$ cat config.mk
export PLATFORM = sky130hd
export DESIGN_NAME = mod_addsub_pipe_flat
export DESIGN_NICKNAME = d
export VERILOG_FILES = /design/src/rtl/mod_addsub_pipe_if.sv /design/src/rtl/mod_addsub_pipe.sv /design/src/flat_wrapper.sv
export SDC_FILE = /design/constraint.sdc
export NUM_CORES = 1
export LEC_CHECK = 0
export BUFFER_PORTS_ARGS = -buffer_cell sky130_fd_sc_hd__buf_4
export CAP_MARGIN = 20
export CORE_MARGIN = 2
export CORE_UTILIZATION = 40
export DETAILED_ROUTE_END_ITERATION = 10
export GPL_TIMING_DRIVEN = 0
export PLACE_DENSITY = 0.57
export REMOVE_ABC_BUFFERS = 1
export SYNTH_ARGS = -nofsm -noshare
export SYNTH_HDL_FRONTEND = slang
export SYNTH_SLANG_ARGS = --single-unit
$ cat constraint.sdc
create_clock -name clk -period 6.55 [get_ports clk]
set_input_delay 0.3275 -clock clk [delete_from_list [all_inputs] [get_ports clk]]
set_output_delay 0.3275 -clock clk [all_outputs]
set_load 0.05 [all_outputs]
$ cat src/rtl/mod_addsub_pipe_if.sv
// +------------------------------------------------------------------+
// | mod_addsub_pipe_if: valid/ready bus for the modular add/sub pipe |
// | Revision: 1.0                                                    |
// +------------------------------------------------------------------+
`default_nettype none

interface mod_addsub_pipe_if #(
  parameter int DATA_WIDTH = 18,
  parameter int NUM_CH     = 4,
  parameter int TAG_WIDTH  = 4
);
  logic                         in_valid;
  logic                         in_ready;
  logic                         in_op;
  logic [TAG_WIDTH-1:0]         in_tag;
  logic [NUM_CH*DATA_WIDTH-1:0] in_a;
  logic [NUM_CH*DATA_WIDTH-1:0] in_b;
  logic                         out_valid;
  logic                         out_ready;
  logic [TAG_WIDTH-1:0]         out_tag;
  logic [NUM_CH*DATA_WIDTH-1:0] out_res;
  logic [NUM_CH-1:0]            out_err;

  modport master (
    output in_valid, in_op, in_tag, in_a, in_b, out_ready,
    input  in_ready, out_valid, out_tag, out_res, out_err
  );

  modport slave (
    input  in_valid, in_op, in_tag, in_a, in_b, out_ready,
    output in_ready, out_valid, out_tag, out_res, out_err
  );
endinterface

`default_nettype wire

$ cat src/rtl/mod_addsub_pipe.sv
// +------------------------------------------------------------------+
// | mod_addsub_pipe: two-stage multi-lane modular adder/subtractor   |
// | Revision: 1.0                                                    |
// +------------------------------------------------------------------+
`default_nettype none

module mod_addsub_pipe #(
  parameter int DATA_WIDTH = 18,
  parameter int MODULUS    = 177147,
  parameter int NUM_CH     = 4,
  parameter int TAG_WIDTH  = 4
) (
  input  wire logic           clk,
  input  wire logic           reset_n,
  mod_addsub_pipe_if.slave    bus
);

  localparam int               LW      = NUM_CH * DATA_WIDTH;
  localparam logic [DATA_WIDTH:0] MOD_EXT = MODULUS[DATA_WIDTH:0];

  // Handshake state
  logic s1_valid_q, s1_valid_d;
  logic out_valid_q, out_valid_d;
  logic s1_load;
  logic s2_load;

  // Stage-1 registers: both candidates (truncated) plus the deciding sign
  logic                 s1_op_q;
  logic [TAG_WIDTH-1:0] s1_tag_q;
  logic [LW-1:0]        s1_d0_q, s1_d0_d;
  logic [LW-1:0]        s1_d1_q, s1_d1_d;
  logic [NUM_CH-1:0]    s1_sgn_q, s1_sgn_d;
  logic [NUM_CH-1:0]    s1_err_q, s1_err_d;

  // Output registers
  logic [LW-1:0]        out_res_q, out_res_d;
  logic [TAG_WIDTH-1:0] out_tag_q;
  logic [NUM_CH-1:0]    out_err_q;

  assign s2_load = s1_valid_q && (!out_valid_q || bus.out_ready);
  assign s1_load = bus.in_valid && bus.in_ready;

  always_comb begin
    s1_valid_d = s1_valid_q;
    if (s1_load) begin
      s1_valid_d = 1'b1;
    end else if (s2_load) begin
      s1_valid_d = 1'b0;
    end
  end

  always_comb begin
    out_valid_d = out_valid_q;
    if (s2_load) begin
      out_valid_d = 1'b1;
    end else if (bus.out_ready) begin
      out_valid_d = 1'b0;
    end
  end

  genvar gi;
  generate
    for (gi = 0; gi < NUM_CH; gi++) begin : g_lane
      logic [DATA_WIDTH:0] a_ext;
      logic [DATA_WIDTH:0] b_ext;
      logic [DATA_WIDTH:0] dif;
      logic [DATA_WIDTH:0] dif_corr;
      logic [DATA_WIDTH:0] sum;
      logic [DATA_WIDTH:0] sum_corr;
      logic [DATA_WIDTH-1:0] d0_q;
      logic [DATA_WIDTH-1:0] d1_q;

      assign a_ext    = {1'b0, bus.in_a[gi*DATA_WIDTH +: DATA_WIDTH]};
      assign b_ext    = {1'b0, bus.in_b[gi*DATA_WIDTH +: DATA_WIDTH]};
      assign dif      = a_ext - b_ext;
      assign dif_corr = dif + MOD_EXT;
      assign sum      = a_ext + b_ext;
      assign sum_corr = sum - MOD_EXT;

      // d0 is the raw result, d1 the modulus-corrected one; the sign bit
      // that decides between them is sign(d0) for sub and sign(d1) for add.
      assign s1_d0_d[gi*DATA_WIDTH +: DATA_WIDTH] =
        bus.in_op ? sum[DATA_WIDTH-1:0] : dif[DATA_WIDTH-1:0];
      assign s1_d1_d[gi*DATA_WIDTH +: DATA_WIDTH] =
        bus.in_op ? sum_corr[DATA_WIDTH-1:0] : dif_corr[DATA_WIDTH-1:0];
      assign s1_sgn_d[gi] = bus.in_op ? sum_corr[DATA_WIDTH] : dif[DATA_WIDTH];
      assign s1_err_d[gi] = (a_ext >= MOD_EXT) || (b_ext >= MOD_EXT);

      assign d0_q = s1_d0_q[gi*DATA_WIDTH +: DATA_WIDTH];
      assign d1_q = s1_d1_q[gi*DATA_WIDTH +: DATA_WIDTH];

      always_comb begin
        out_res_d[gi*DATA_WIDTH +: DATA_WIDTH] = d0_q;
        if (s1_op_q) begin
          out_res_d[gi*DATA_WIDTH +: DATA_WIDTH] = s1_sgn_q[gi] ? d0_q : d1_q;
        end else begin
          out_res_d[gi*DATA_WIDTH +: DATA_WIDTH] = s1_sgn_q[gi] ? d1_q : d0_q;
        end
      end
    end
  endgenerate

  always_ff @(posedge clk or negedge reset_n) begin
    if (!reset_n) begin
      s1_valid_q  <= 1'b0;
      out_valid_q <= 1'b0;
      s1_op_q     <= 1'b0;
      s1_tag_q    <= '0;
      s1_d0_q     <= '0;
      s1_d1_q     <= '0;
      s1_sgn_q    <= '0;
      s1_err_q    <= '0;
      out_res_q   <= '0;
      out_tag_q   <= '0;
      out_err_q   <= '0;
    end else begin
      s1_valid_q  <= s1_valid_d;
      out_valid_q <= out_valid_d;
      // Data registers move only on a load so idle cycles do not toggle them
      if (s1_load) begin
        s1_op_q  <= bus.in_op;
        s1_tag_q <= bus.in_tag;
        s1_d0_q  <= s1_d0_d;
        s1_d1_q  <= s1_d1_d;
        s1_sgn_q <= s1_sgn_d;
        s1_err_q <= s1_err_d;
      end
      if (s2_load) begin
        out_res_q <= out_res_d;
        out_tag_q <= s1_tag_q;
        out_err_q <= s1_err_q;
      end
    end
  end

  assign bus.in_ready  = !s1_valid_q || s2_load;
  assign bus.out_valid = out_valid_q;
  assign bus.out_res   = out_res_q;
  assign bus.out_tag   = out_tag_q;
  assign bus.out_err   = out_err_q;

endmodule

`default_nettype wire
$ cat src/flat_wrapper.sv
// flat-port wrapper written by rule: the top's interface ports become plain ports
module mod_addsub_pipe_flat 
#(
  parameter int DATA_WIDTH = 18,
  parameter int MODULUS    = 177147,
  parameter int NUM_CH     = 4,
  parameter int TAG_WIDTH  = 4
)
  (clk, reset_n, bus_in_valid, bus_in_op, bus_in_tag, bus_in_a, bus_in_b, bus_out_ready, bus_in_ready, bus_out_valid, bus_out_tag, bus_out_res, bus_out_err);
  mod_addsub_pipe_if #(.DATA_WIDTH(DATA_WIDTH), .NUM_CH(NUM_CH), .TAG_WIDTH(TAG_WIDTH)) bus_i ();
  input  wire logic clk;
  input  wire logic reset_n;
  input wire logic [$bits(bus_i.in_valid)-1:0] bus_in_valid;
  input wire logic [$bits(bus_i.in_op)-1:0] bus_in_op;
  input wire logic [$bits(bus_i.in_tag)-1:0] bus_in_tag;
  input wire logic [$bits(bus_i.in_a)-1:0] bus_in_a;
  input wire logic [$bits(bus_i.in_b)-1:0] bus_in_b;
  input wire logic [$bits(bus_i.out_ready)-1:0] bus_out_ready;
  output wire logic [$bits(bus_i.in_ready)-1:0] bus_in_ready;
  output wire logic [$bits(bus_i.out_valid)-1:0] bus_out_valid;
  output wire logic [$bits(bus_i.out_tag)-1:0] bus_out_tag;
  output wire logic [$bits(bus_i.out_res)-1:0] bus_out_res;
  output wire logic [$bits(bus_i.out_err)-1:0] bus_out_err;
  assign bus_i.in_valid = bus_in_valid;
  assign bus_i.in_op = bus_in_op;
  assign bus_i.in_tag = bus_in_tag;
  assign bus_i.in_a = bus_in_a;
  assign bus_i.in_b = bus_in_b;
  assign bus_i.out_ready = bus_out_ready;
  assign bus_in_ready = bus_i.in_ready;
  assign bus_out_valid = bus_i.out_valid;
  assign bus_out_tag = bus_i.out_tag;
  assign bus_out_res = bus_i.out_res;
  assign bus_out_err = bus_i.out_err;
  mod_addsub_pipe #(.DATA_WIDTH(DATA_WIDTH), .MODULUS(MODULUS), .NUM_CH(NUM_CH), .TAG_WIDTH(TAG_WIDTH)) u_core (.clk(clk), .reset_n(reset_n), .bus(bus_i));
endmodule
==> results.md, run 1 <==
* Ys flop type: dfrtp_1
* Seq/Total Area, Yosys at 28.8%
* Pin count of the biggest net entering global routing at 121
* Critical Path AT at 3900 ps
* Residual DRC at 0
* Die area at 53700 sq um
* WL per Instance at 16.2 microns
* PwrDens at 308 nW/um^2
* Worst Path Class, Setup: primary input to flop
* Share of cells above drive strength 1 at 13.4%
* Relative slew slack at 39.5%
* All-Layer GR Usage at 20.5%
* DRT antenna net count at 0
* Crit Path Max Fanout at 6
* Biggest area consumer among synthesized cells: dfrtp_1
* Reg2Reg Depth at 6
* Tightest Pin Transition at 907 ps
* Clock tree sinks at 239
* Final Hold Fails at 0
* Final setup margin at 3100 ps
* Fin crit period at 3450 ps
* Post-synthesis instance total at 2610
* Clk_lat worst skew at 570 ps
* Max-cap check violation count at 0
* Area of the mapped netlist at 20700 sq um
* Top cells by count, synth: nand2_1 (314), o21ai_0 (276), nor2_1 (241)
* Standard-cell rows at 83
* Iter 0 DRT Violations at 1132
* Final Max Tran Viols at 0
* Status: complete, no violations
* Vias at 18480
* Worst hold stages at 3
* Post_cts resized at 0
* Number of flops mapped to enable cells by yosys at 0
* Count leader, synth: nand2_1
* Largest cells by area after synthesis: dfrtp_1 (29%), ha_1 (9.2%), xnor2_1 (6.7%)
* Final-stage net count at 3075
* RSZ-0062 raised after global routing: no
* Final core occ at 47.5%
* Post-synth cell types at 95
* Leak at 11.0 nW
* Max clock buf depth at 3
* Asr flop ratio synth at 100%
* Tcrit/Tclk final at 52.7%
* Hold/Removal Path Class: primary input to flop
* HPWL Detailed at 43.1 mm
* Final setup vio count at 0
* CTS root buffer: clkbuf_16
* Clock-pin transition on the worst setup and hold timing paths at 60 ps
* Remaining global-route overflow at 0
* Initial antenna violation count at 8
* Max Fclk at 0.290 GHz
* Syn Area/Cell at 7.95 sq um
* Yosys reg bits at 239
* DP Worst Slack at 2490 ps
* Cts-stage hold buffer count at 6
* Initial core utilization at 40.4%
* Drt total wl at 56.1 mm
* Buffers on Ports at 234
* CP Launch Type: primary input
* Area delta synth->final at 17.6%
* Synth warn at 0
* CTS tree: built
* Die Span X at 232 microns
* Vias in the first global route at 18101
* # IOs at 235
* Die H at 232 microns
* Final clock skew at 8.13 ps
* Critical Path End Type: flop
* First-pass GRT wire length at 91.9 mm
* Synth top area share at 28.8%
* Worst Path Required at 7000 ps
* Clock buffer count from CTS at 30
* Iteration count of the initial detailed-routing pass at 7
* Setup Buffers After CTS at 0
* Via/cell ratio at 5.33
* RePlAce Congestion at 0.920
* H-tree depth at 1
* Core area at 51300 sq um
* VDD IR max at 0.257 mV
## registers in the layout, summed over array words and instances, names as in the netlist
register,count
u_core.s1_valid_q,1
u_core.s1_op_q,1
u_core.bus.out_err,4
u_core.bus.out_res,72
u_core.s1_err_q,4
u_core.s1_d0_q,72
u_core.s1_tag_q,4
u_core.s1_d1_q,72
u_core.bus.out_tag,4
u_core.s1_sgn_q,4
u_core.bus.out_valid,1
## routing by layer
layer  share of wire [%]  up-vias  GRT usage (%)
li1                    -     9425              -
met1                  47     8662           27.5
met2                  47      309           35.0
met3                 4.5       72           3.25
met4                 1.7       12           3.95
met5                0.15        -              0
## report_power, final
part | internal [mW] | switching (mW)
sequential | 1.90 | 0.255
clock | 1.21 | 0.684
combinational | 1.27 | 2.18
total | 4.39 | 3.12
## through the flow
step	power [mW]	std cells	hold slack [ps]	setup TNS, ps	cell area [sq um]
2_1_floorplan	4.62	2479	31.9	0	20200
3_3_place_gp	5.61	3393	452	-6430	22800
3_5_place_dp	5.66	3404	121	0	23200
4_1_cts	7.61	3465	29.2	0	24400
5_1_grt	8.02	3465	63.0	0	24400
6_report	7.51	3467	63.1	0	24400
## worst paths after layout
path,slack (ps),startpoint,end
max reg2reg,4010,u_core.s1_valid_q,u_core.s1_sgn_q[2]
min in group asynchronous,130,reset_n,u_core.bus.out_res[20]
min,60,bus_in_a[53],u_core.s1_err_q[2]
max,3100,bus_in_b[36],u_core.s1_d1_q[53]
min reg2reg,470,u_core.s1_tag_q[3],u_core.s1_tag_q[3]
max in group asynchronous,5060,reset_n,u_core.s1_d1_q[51]
## worst max-delay path, cell delays in order
cell and delay [ps]:
buf_4 120, ha_1 220, fa_1 460, nor2b_1 170, o31a_1 180, o31a_1 270, o2111ai_1 200, and2_1 220
o311ai_1 640, o311ai_0 330, a31oi_1 300, xnor2_1 140, nor2_1 50, a221o_1 270
## cells by family after synthesis
logic type               count (synthesis)  share of synthesized area, %
XOR/XNOR                               226                          9.58
adder cells (fa/ha/maj)                160                          9.94
flip-flops                             239                          28.8
multiplexers                           103                          5.06
AND/OR/NAND/NOR                        835                          18.4
AO/OA/AOI/OAI                          754                          22.8
buffers and inverters                  293                          5.44
## area by class of cell
| type | instances | area, sq um |
|---|---|---|
| fillers | 5116 | 26900 |
| multi-input cells | 2078 | 13700 |
| flip-flops and latches | 239 | 5980 |
| repair buffers | 251 | 2090 |
| clock buffers | 38 | 872 |
| well taps | 680 | 851 |
| inverters | 162 | 611 |
| clock inverters | 17 | 277 |
| diodes | 2 | 5.00 |
## cell usage in the layout (no fill, tap or decap), types with 88 or more instances in the layout
cell     instances
buf_4          233
a21oi_1        191
nand2_1        312
inv_1          159
o21ai_0        276
xnor2_1        158
nor2_1         241
ha_1           152
dfrtp_1        239
mux2i_1         88
No activity file was read; power rests on OpenSTA's default activity.
==> run 2: changes to the inputs <==
clock period = 3.3 ns   (was 6.55 ns; I/O delays follow)
==> results.md, run 2 (synthesis results as in run 1) <==
* Status: complete, no violations
* Buffers on Ports at 234
* Residual DRC at 0
* RePlAce Congestion at 0.920
* Final core occ at 48.1%
* Wire length on met1 at 26.5 mm
* Cell internal pwr at 8.76 mW
* Iter 0 DRT Violations at 1093
* CTS tree: built
* Remaining global-route overflow at 0
* Combinational share of power at 46.3%
* Met2 routed WL at 26.3 mm
* Final clock skew at 8.46 ps
* Die Span X at 232 microns
* Standard-cell rows at 83
* Max-cap check violation count at 0
* Clk_lat worst skew at 570 ps
* Core area at 51300 sq um
* First-pass GRT wire length at 92.1 mm
* Crit Path Max Fanout at 8
* Tightest Pin Transition at 906 ps
* Tcrit/Tclk final at 93.9%
* Drt total wl at 56.4 mm
* All-Layer GR Usage at 20.6%
* VDD IR max at 0.514 mV
* Design area at 24700 sq um
* Commonest non-fill, non-tap cells in the layout: nand2_1 (312), o21ai_0 (276), nor2_1 (240)
* CTS root buffer: clkbuf_16
* Final Hold Fails at 0
* Most common cell after layout, fill and taps aside: nand2_1
* Worst Path Required at 3730 ps
* Leak at 11.1 nW
* DRT antenna net count at 0
* Vias in the first global route at 18152
* Sw frac at 41.6%
* Max clock buf depth at 3
* Clock-pin transition on the worst setup and hold timing paths at 60 ps
* CP Launch Type: primary input
* Total Power at 15.0 mW
* Pin count of the biggest net entering global routing at 121
* HPWL Detailed at 43.1 mm
* PwrDens at 608 nW/um^2
* Share of cells above drive strength 1 at 13.9%
* Final setup vio count at 0
* Worst Path Class, Setup: primary input to flop
* Area delta synth->final at 18.9%
* Hold/Removal Path Class: primary input to flop
* Clock power frac at 25.1%
* Max Fclk at 0.323 GHz
* Initial antenna violation count at 8
* Critical Path AT at 3530 ps
* Setup Buffers After CTS at 0
* Final Hold Slack at 58.8 ps
* Vias at 18575
* # IOs at 235
* Fin crit period at 3100 ps
* Via/cell ratio at 5.33
* Clock tree sinks at 239
* Die H at 232 microns
* Met3 WL at 2.51 mm
* H-tree depth at 1
* Critical Path End Type: flop
* Die area at 53700 sq um
* Final Max Tran Viols at 0
* RSZ-0062 raised after global routing: no
* Clock buffer count from CTS at 30
* Switching pwr at 6.23 mW
* Seq pwr share at 28.6%
* Final-stage net count at 3090
* Iteration count of the initial detailed-routing pass at 5
* Relative slew slack at 39.5%
* WL per Instance at 16.2 microns
* Initial core utilization at 40.4%
* Max Used Layer: met5
* Post-Place Cell Area at 23200 sq um
run 2: cell types whose count changed in the layout (fill, tap and decap cells not counted), sizes merged:
cell | before | now
dlygate4sd3 | 6 | 21
run 2: metal layers:
layer	global-route usage (%)	vias up
met5	0	-
met4	3.95	12
met3	3.18	70
met2	35.1	308
met1	27.6	8731
li1	-	9454
run 2: path summary, 6_finish.rpt:
path | startpoint | slack (ps) | end | depth (start not counted)
max | bus_in_b[40] | 200 | u_core.s1_sgn_q[2] | 14
min | bus_in_b[36] | 60 | u_core.s1_d0_q[36] | 3
max reg2reg | u_core.s1_valid_q | 770 | u_core.s1_sgn_q[2] | 6
min reg2reg | u_core.s1_d0_q[68] | 470 | u_core.s1_d0_q[68] | 2
max in group asynchronous | reset_n | 2000 | u_core.s1_d0_q[49] | 4
min in group asynchronous | reset_n | 240 | u_core.s1_d0_q[18] | 3
run 2: critical path: stages:
cell	delay [ps]
buf_4	90
inv_1	40
ha_1	410
nor2_1	210
o211ai_1	150
a2111o_1	450
a2111oi_1	590
o22ai_1	310
xnor2_1	380
nor3_1	130
a211oi_1	260
nor2_1	70
xnor2_1	190
o21ai_1	80
run 2: metrics by stage:
step / setup TNS (ps) / std cells / setup slack, ps
after detailed placement: -8380 / 3404 / -597
after global placement: -555540 / 3393 / -4150
after CTS: 0 / 3480 / 14.2
after global routing: 0 / 3480 / 20.5
after floorplan: -309810 / 2479 / -2370
final: 0 / 3482 / 203
run 2: cell type report:
cell class	count	area (sq um)
diodes	2	5.00
clock buffers	38	872
fillers	5089	26600
inverters	162	611
multi-input cells	2078	13800
well taps	680	851
repair buffers	266	2240
flip-flops and latches	239	5980
clock inverters	17	277
run 2: timing repair:
item | CTS | global route
setup endpoints to repair | 0 | 13
gates resized for setup | 0 | 21
hold buffers | 21 | 0
hold endpoints to repair | 129 | 0
run 2: power groups by stage:
stage / Sequential, mW / Combinational (mW) / Clock, mW
after floorplan: 5.53 / 3.64 / 0
after global placement: 4.31 / 6.82 / 0
after detailed placement: 4.35 / 6.89 / 0
after CTS: 4.30 / 6.95 / 3.88
after global routing: 4.40 / 7.61 / 3.98
final: 4.29 / 6.93 / 3.76
==> run 3: changes to the inputs <==
CORE_UTILIZATION = 61   (was 40)
PLACE_DENSITY = 0.82   (was 0.57)
==> results.md, run 3 (synthesis results as in run 1) <==
* Die area at 35500 sq um
* Initial core utilization at 61.9%
* WL per Instance at 16.8 microns
* Clk_lat worst skew at 560 ps
* Crit path to: u_core.s1_d1_q[53]
* Critical Path AT at 3650 ps
* Share of cells above drive strength 1 at 13.7%
* Max Fclk at 0.312 GHz
* Hold/Removal Path Class: primary input to flop
* Drt total wl at 54.4 mm
* Core area at 33500 sq um
* Design area at 24200 sq um
* Final setup margin at 96.5 ps
* Tightest Pin Transition at 950 ps
* Pin count of the biggest net entering global routing at 124
* CP Buf/Inv Count at 2
* Final-stage net count at 3086
* Relative slew slack at 36.6%
* Vias in the first global route at 18537
* Critical path's slowest cell: fa_1
* Clock tree sinks at 239
* Max-cap check violation count at 0
* Max clock buf depth at 3
* Placed cells at 3170
* Leak at 11.0 nW
* Area delta synth->final at 16.5%
* Clock buffer count from CTS at 28
* Setup_tns at 0 ps
* CP top delay family: compound AO/OA/AOI/OAI gates
* Reg2Reg Depth at 7
* Seq pwr share at 29.8%
* R2R Setup Slk at 930 ps
* Via/cell ratio at 5.90
* Buffers on Ports at 234
* Worst r2r src: u_core.s1_valid_q
* Final clock skew at 14.6 ps
* Vias at 19147
* Final core occ at 72.1%
* Clock-pin transition on the worst setup and hold timing paths at 60 ps
* CTS root buffer: clkbuf_16
* Final Max Tran Viols at 0
* Total Power at 14.5 mW
* DP Worst Slack at -578 ps
* Tcrit/Tclk final at 97.1%
* First-pass GRT wire length at 90.3 mm
* VDD IR max at 0.552 mV
* Commonest non-fill, non-tap cells in the layout: nand2_1 (312), o21ai_0 (276), nor2_1 (240)
* Non-Filler Instances at 3245
* Status: complete, no violations
* Initial antenna violation count at 5
* CTS tree: built
* Final Hold Fails at 0
* Crit-path cells: buf_4, ha_1, inv_1, fa_1, or2_1, a221oi_4, nor2_1, o21ba_2, xnor2_2, nand3b_1, o311a_1, o31ai_4, a21oi_1, xor2_1, a221o_1
* CP Launch Type: primary input
* Most common cell after layout, fill and taps aside: nand2_1
* H-tree depth at 1
* Residual DRC at 0
* HPWL Detailed at 40.2 mm
* Final Hold Slack at 68.1 ps
* # IOs at 235
* RePlAce Congestion at 0.981
* Die H at 188 microns
* Iter 0 DRT Violations at 1233
* CP Depth at 15
* Die Span X at 188 microns
* Critical Path End Type: flop
* Final setup vio count at 0
* Delay of the slowest cell on the worst path at 440 ps
* Sw frac at 43.0%
* Standard-cell rows at 67
* Post-Place Cell Area at 22800 sq um
* Multi-input logic area at 13900 sq um
* Iteration count of the initial detailed-routing pass at 5
* CP Launch Point: bus_in_b[36]
* Switching pwr at 6.24 mW
* Cell internal pwr at 8.26 mW
* Combinational share of power at 48.1%
* All-Layer GR Usage at 30.2%
* Clock power frac at 22.2%
* Filler cell count in the final layout at 2705
* Crit Path Max Fanout at 4
* Remaining global-route overflow at 0
* Fin crit period at 3200 ps
* Sequential Area at 5980 sq um
* DRT antenna net count at 0
* Worst Path Class, Setup: primary input to flop
* PwrDens at 600 nW/um^2
* Worst Path Required at 3750 ps
* Reg-to-reg endpoint: u_core.s1_sgn_q[2]
-- run 3: worst min-delay path, stage by stage --
cell and delay (ps):
buf_4 100, ha_1 220, a21oi_1 90
-- run 3: timing repair --
item / CTS / global route
pin swaps: 0 / 3
setup buffers: 0 / 2
endpoints found under the setup margin: 1 / 16
resized for setup: 3 / 24
hold buffers: 19 / 0
hold endpoints to repair: 126 / 0
-- run 3: final cells by class --
cell class,instances,share of cell area (%)
antenna,2,0.0207
clock buffer,37,3.21
clock inverter,15,0.756
inverter,162,2.53
multi-input combinational,2078,57.4
sequential,239,24.8
tap,448,2.32
timing repair buffer,264,9.01
-- run 3: how the worst min path moves through the flow --
stage                       start                     end  slack, ps  cells past startpoint
floorplan                 reset_n   u_core.bus.out_err[0]       -130                      0
CTS                  bus_in_b[36]      u_core.s1_d0_q[36]         50                      3
finish               bus_in_b[36]      u_core.s1_d0_q[36]         70                      3
detailed placement        reset_n  u_core.bus.out_res[37]        320                      1
global route         bus_in_b[36]      u_core.s1_d0_q[36]         80                      3
global placement    bus_in_tag[0]      u_core.s1_tag_q[0]        360                      3
-- run 3: routing by layer --
metal,GRT usage (%),part of all wire [%]
met5,0,0.075
met2,52.6,49
met4,8.20,2.4
met1,39.4,44
met3,4.19,5.0
-- run 3: power groups by stage --
stage	Clock, mW	Combinational (mW)	Sequential, mW
detailed placement	0	6.80	4.35
finish	3.21	6.97	4.31
global route	3.39	7.58	4.42
global placement	0	6.67	4.29
floorplan	0	3.64	5.53
CTS	3.26	6.88	4.30
